## config.mk

```make
export PLATFORM = sky130hd
export DESIGN_NAME = video_scan_gen
export DESIGN_NICKNAME = d
export VERILOG_FILES = /design/src/rtl/video_pkg.sv /design/src/rtl/sync_delay.sv /design/src/rtl/video_scan_gen.sv
export SDC_FILE = /design/constraint.sdc
export NUM_CORES = 1
export LEC_CHECK = 0
export CAP_MARGIN = 20
export CORE_AREA = 2 2 81 83
export DETAILED_ROUTE_END_ITERATION = 6
export DIE_AREA = 0 0 83 85
export PLACE_DENSITY = 0.65
export SYNTH_ARGS = -nofsm -noshare
export SYNTH_HDL_FRONTEND = slang
export SYNTH_SLANG_ARGS = --single-unit
```

## constraint.sdc

```tcl
create_clock -name clk_in -period 2.45 [get_ports clk_in]
set_input_delay 0.49 -clock clk_in [delete_from_list [all_inputs] [get_ports clk_in]]
set_output_delay 0.49 -clock clk_in [all_outputs]
set_load 0.03 [all_outputs]
```

## src/rtl/video_pkg.sv

```systemverilog
// Raster timing constants and shared types for the scan generator.
// Holds 720p timing, a tiny test raster and the sync bundle layout.
package video_pkg;

    localparam int HD_H_ACTIVE = 1280;
    localparam int HD_H_FP     = 110;
    localparam int HD_H_SYNC   = 40;
    localparam int HD_H_BP     = 220;
    localparam int HD_V_ACTIVE = 720;
    localparam int HD_V_FP     = 5;
    localparam int HD_V_SYNC   = 5;
    localparam int HD_V_BP     = 20;

    localparam int TM_H_ACTIVE = 16;
    localparam int TM_H_FP     = 2;
    localparam int TM_H_SYNC   = 2;
    localparam int TM_H_BP     = 2;
    localparam int TM_V_ACTIVE = 8;
    localparam int TM_V_FP     = 1;
    localparam int TM_V_SYNC   = 1;
    localparam int TM_V_BP     = 1;

    localparam int PIPE_DEPTH_DEF = 4;

    typedef struct packed {
        logic hs;
        logic vs;
        logic de;
    } sync_t;

    function automatic int span_total(int a, int f, int s, int b);
        return a + f + s + b;
    endfunction

endpackage

```

## src/rtl/sync_delay.sv

```systemverilog
// Enabled shift register with async active-low clear.
// DEPTH=0 collapses to a plain wire.
module sync_delay #(
    parameter int DEPTH = 4,
    parameter int WIDTH = 3
) (
    input  logic             clk,
    input  logic             rst_n,
    input  logic             en,
    input  logic [WIDTH-1:0] d,
    output logic [WIDTH-1:0] q
);

    generate
        if (DEPTH == 0) begin : g_pass
            logic unused;
            assign unused = &{1'b0, clk, rst_n, en};
            assign q = d;
        end else begin : g_sr
            logic [DEPTH-1:0][WIDTH-1:0] sr;
            always_ff @(posedge clk or negedge rst_n) begin
                if (!rst_n) begin
                    sr <= '0;
                end else if (en) begin
                    sr[0] <= d;
                    for (int i = 1; i < DEPTH; i++) begin
                        sr[i] <= sr[i-1];
                    end
                end
            end
            assign q = sr[DEPTH-1];
        end
    endgenerate

endmodule

```

## src/rtl/video_scan_gen.sv

```systemverilog
// Raster scan source: pixel counters, sync decode, frame counter,
// and sync/DE/color aligned to the renderer pipeline latency.
module video_scan_gen
    import video_pkg::*;
#(
    parameter int H_ACTIVE   = HD_H_ACTIVE,
    parameter int H_FP       = HD_H_FP,
    parameter int H_SYNC     = HD_H_SYNC,
    parameter int H_BP       = HD_H_BP,
    parameter int V_ACTIVE   = HD_V_ACTIVE,
    parameter int V_FP       = HD_V_FP,
    parameter int V_SYNC     = HD_V_SYNC,
    parameter int V_BP       = HD_V_BP,
    parameter int PIPE_DEPTH = PIPE_DEPTH_DEF
) (
    input  logic        clk_in,
    input  logic        rst_in,
    input  logic        pix_en_in,
    input  logic [7:0]  color_in,
    output logic [10:0] hcount_out,
    output logic [9:0]  vcount_out,
    output logic        active_out,
    output logic        new_frame_out,
    output logic [5:0]  frame_cnt_out,
    output logic        hsync_out,
    output logic        vsync_out,
    output logic        de_out,
    output logic [7:0]  color_out
);

    localparam int H_TOTAL = span_total(H_ACTIVE, H_FP, H_SYNC, H_BP);
    localparam int V_TOTAL = span_total(V_ACTIVE, V_FP, V_SYNC, V_BP);

    generate
        if (H_TOTAL > 2048 || V_TOTAL > 1024 ||
            PIPE_DEPTH < 0 || PIPE_DEPTH > 15) begin : g_bad_cfg
            $error("video_scan_gen: timing does not fit counters");
        end
    endgenerate

    localparam logic [10:0] H_LAST = 11'(H_TOTAL - 1);
    localparam logic [10:0] H_VIS  = 11'(H_ACTIVE);
    localparam logic [10:0] HS_BEG = 11'(H_ACTIVE + H_FP);
    localparam logic [10:0] HS_END = 11'(H_ACTIVE + H_FP + H_SYNC - 1);
    localparam logic [9:0]  V_LAST = 10'(V_TOTAL - 1);
    localparam logic [9:0]  V_VIS  = 10'(V_ACTIVE);
    localparam logic [9:0]  VS_BEG = 10'(V_ACTIVE + V_FP);
    localparam logic [9:0]  VS_END = 10'(V_ACTIVE + V_FP + V_SYNC - 1);

    logic [10:0] hcount;
    logic [9:0]  vcount;
    logic [5:0]  frame_cnt;
    logic        active;
    logic        new_frame;
    sync_t       raw;
    sync_t       dly;

    always_ff @(posedge clk_in or negedge rst_in) begin
        if (!rst_in) begin
            hcount    <= '0;
            vcount    <= '0;
            frame_cnt <= '0;
        end else if (pix_en_in) begin
            if (hcount == H_LAST) begin
                hcount <= '0;
                vcount <= (vcount == V_LAST) ? '0 : vcount + 1'b1;
            end else begin
                hcount <= hcount + 1'b1;
            end
            if (new_frame) begin
                frame_cnt <= frame_cnt + 1'b1;
            end
        end
    end

    assign active    = (hcount < H_VIS) && (vcount < V_VIS);
    assign new_frame = (hcount == H_VIS) && (vcount == V_VIS);

    always_comb begin
        raw    = '0;
        raw.hs = (hcount >= HS_BEG) && (hcount <= HS_END);
        raw.vs = (vcount >= VS_BEG) && (vcount <= VS_END);
        raw.de = active;
    end

    sync_delay #(
        .DEPTH (PIPE_DEPTH),
        .WIDTH ($bits(sync_t))
    ) u_sync_delay (
        .clk   (clk_in),
        .rst_n (rst_in),
        .en    (pix_en_in),
        .d     (raw),
        .q     (dly)
    );

    always_ff @(posedge clk_in or negedge rst_in) begin
        if (!rst_in) begin
            hsync_out <= 1'b0;
            vsync_out <= 1'b0;
            de_out    <= 1'b0;
            color_out <= 8'h00;
        end else if (pix_en_in) begin
            hsync_out <= dly.hs;
            vsync_out <= dly.vs;
            de_out    <= dly.de;
            color_out <= dly.de ? color_in : 8'h00;
        end
    end

    // Held low during reset even though the counters sit at (0,0).
    assign active_out    = active && rst_in;
    assign new_frame_out = new_frame;
    assign hcount_out    = hcount;
    assign vcount_out    = vcount;
    assign frame_cnt_out = frame_cnt;

endmodule
```

==> impl_metrics.json <==
{
  "status": "finished, final reports clean",
  "num-fill-cells": 578,
  "setup_viol": 0,
  "hold_violations": 0,
  "grt_pass1_vias": 1902,
  "cp.arrival_ns": 1.83,
  "num_vias": 1916,
  "synth.avg_cell_area_um2": 10.3,
  "cts_buffers": 5,
  "diodes": 0,
  "ys_types": 39,
  "power.density_nw_per_um2": 646,
  "min_period_over_period": 0.946,
  "die_h_um": 85,
  "period_needed_ns": 2.32,
  "core_region_area_um2": 6200,
  "drtIter0Drc": 160,
  "htreeDepth": 2,
  "clock_skew_ns": 0.00849,
  "postSynthCellCount": 243,
  "ys_warn_count": 0,
  "critPathKind": "reg -> out",
  "cap_violations": 0,
  "gpl.final_weighted_congestion": 0.896,
  "tns_ns": 0,
  "grt_antenna_before_repair": 0,
  "syn_nets": 261,
  "utilization": 0.510,
  "grt_usage": 0.157,
  "area_delta_synth_final_pct": 27.0,
  "initial_core_util": 0.401,
  "die_area_um2": 7060,
  "final_cells": 376,
  "cts_tree": "yes",
  "dieWidth_um": 83,
  "max_freq_ghz": 0.432,
  "routed_wirelength_um": 5390,
  "io_pins": 51,
  "p_leak_uw": 0.00138,
  "final_max_slew_viol_count": 0,
  "tightest_slew_ns": 0.726,
  "nNetsFinal": 316,
  "final_cell_mix": "dfrtp_1 (50), clkdlybuf4s50_1 (47), o21ai_0 (27)",
  "wl_per_cell_um": 14.3,
  "dp_hpwl_um": 3810,
  "worstSetupStartpointType": "flip-flop",
  "grt_max_degree": 51,
  "vias_per_cell": 5.10,
  "clk_pin_slew_ns": 0.09,
  "num_rows": 29,
  "drive_gt1_frac": 0.137,
  "drt.antenna.violating_nets": 0,
  "max-clock-path-buffers": 2,
  "dp.cells": 368,
  "synth_seq_cells": 50,
  "peakVddDrop_v": 0.000325,
  "slew-limit-headroom": 0.512,
  "ys_seq_area_frac": 0.502,
  "clk_latency_ns": 0.30,
  "cts_root_buffer": "clkbuf_8",
  "layout_commonest_cell": "dfrtp_1",
  "cts_sinks": 50,
  "port_buffers": 50,
  "end_kind": "output port",
  "post_cts_buffers": 0,
  "first_pass_iters": 4,
  "synth_edf_count": 0,
  "worst-path-max-fanout": 5,
  "rsz0062_at_grt": "no",
  "grt_pass1_wl_um": 9140,
  "drcViolationCount": 0,
  "ys.flop_type": "dfrtp_1",
  "required_ns": 1.96,
  "syn-cell-area_um2": 2490,
  "worstHoldPathType": "in -> async",
  "async_reset_ff_frac": 1.00,
  "overflow": 0
}
worst max-delay path: stages, from the launching register on:
cell,delay (ns)
dfrtp_1,0.44
inv_1,0.14
ha_1,0.17
nor4b_1,0.19
and3_1,0.20
and3_1,0.21
buf_4,0.18
cells by family (layout without fill, tap and decap cells):
kind of cell               after synthesis  count (layout)  synth area share
muxes                                   15              15            0.0678
buffers and inverters                   27              83            0.0517
xor gates and xnor gates                12              12            0.0422
and+or+nand+nor                         91              91             0.204
adders and majority gates                7               7            0.0352
AOI/OAI and AO/OA                       41              41            0.0969
DFF                                     50              50             0.502
metrics by stage:
step | total power [µW] | setup slack, ns | hold slack [ns] | instance area (µm²)
after global routing | 2150 | 0.00905 | 0.426 | 3160
final | 2040 | 0.133 | 0.373 | 3160
after detailed placement | 1580 | 0.191 | 0.461 | 3080
after CTS | 2070 | 0.0820 | 0.393 | 3160
after floorplan | 1350 | 0.400 | 0.194 | 2490
after global placement | 1580 | 0.237 | 0.456 | 3080
where the power goes:
group          switching, µW  leakage [µW]  internal [µW]  total, µW
clock network            284     0.0000441            201        485
registers                123      0.000648            905       1030
logic                    305      0.000693            227        532
sequential cells by signal, indices dropped and copies added (netlist names):
signal	cells
color_out	8
u_sync_delay.q	3
hsync_out	1
de_out	1
u_sync_delay.g_sr.sr	9
vsync_out	1
hcount_out	11
frame_cnt_out	6
vcount_out	10
synth_stat cells (2+ instances only):
master    number  area (µm²)
a31oi_1        2        12.5
and2_1         2        12.5
and3_1         5        31.3
clkbuf_1       6        22.5
dfrtp_1       50        1250
ha_1           7        87.6
inv_1         17        63.8
mux2_2        15         169
nand2_1       25        93.8
nand3_1       16        80.1
nand3b_1       4        30.0
nand4_1        5        31.3
nand4b_1       2        17.5
nor2_1        12        45.0
nor2b_1        3        18.8
nor3_1         5        25.0
nor4_1         2        12.5
nor4_4         2        42.5
o21ai_0       27         135
o21ai_2        3        26.3
o22ai_1        2        12.5
o31ai_1        4        30.0
xnor2_1        5        43.8
xor2_1         7        61.3
final cells by class:
cell class	instances	area, µm²	area share
clock inverter	3	21.3	0.00672
multi-input combinational	166	1110	0.351
inverter	17	63.8	0.0202
clock buffer	5	68.8	0.0217
tap	77	96.3	0.0304
timing repair buffer	58	552	0.174
sequential	50	1250	0.395
layer usage:
metal,share of wire,track usage
met3,0.044,0.0389
met5,0,0
met4,0.0035,0.0268
met2,0.46,0.247
met1,0.49,0.224
final timing paths:
kind / from / slack [ns] / to / cells after the start
min: rst_in / 0.37 / frame_cnt_out[2] / 2
min in group clk_in: frame_cnt_out[5] / 0.47 / frame_cnt_out[5] / 1
max in group asynchronous: rst_in / 1.66 / hcount_out[8] / 2
max reg2reg: hcount_out[1] / 0.37 / vcount_out[6] / 7
min reg2reg: frame_cnt_out[5] / 0.47 / frame_cnt_out[5] / 1
max: hcount_out[1] / 0.13 / new_frame_out / 6
timing repair:
| item | CTS | global route |
|---|---|---|
| endpoints found under the setup margin | 1 | 0 |
| gates resized for setup | 1 | 0 |
| hold buffers | 0 | 0 |
| endpoints found under the hold margin | 0 | 0 |
(Power assumes the default switching activity.)
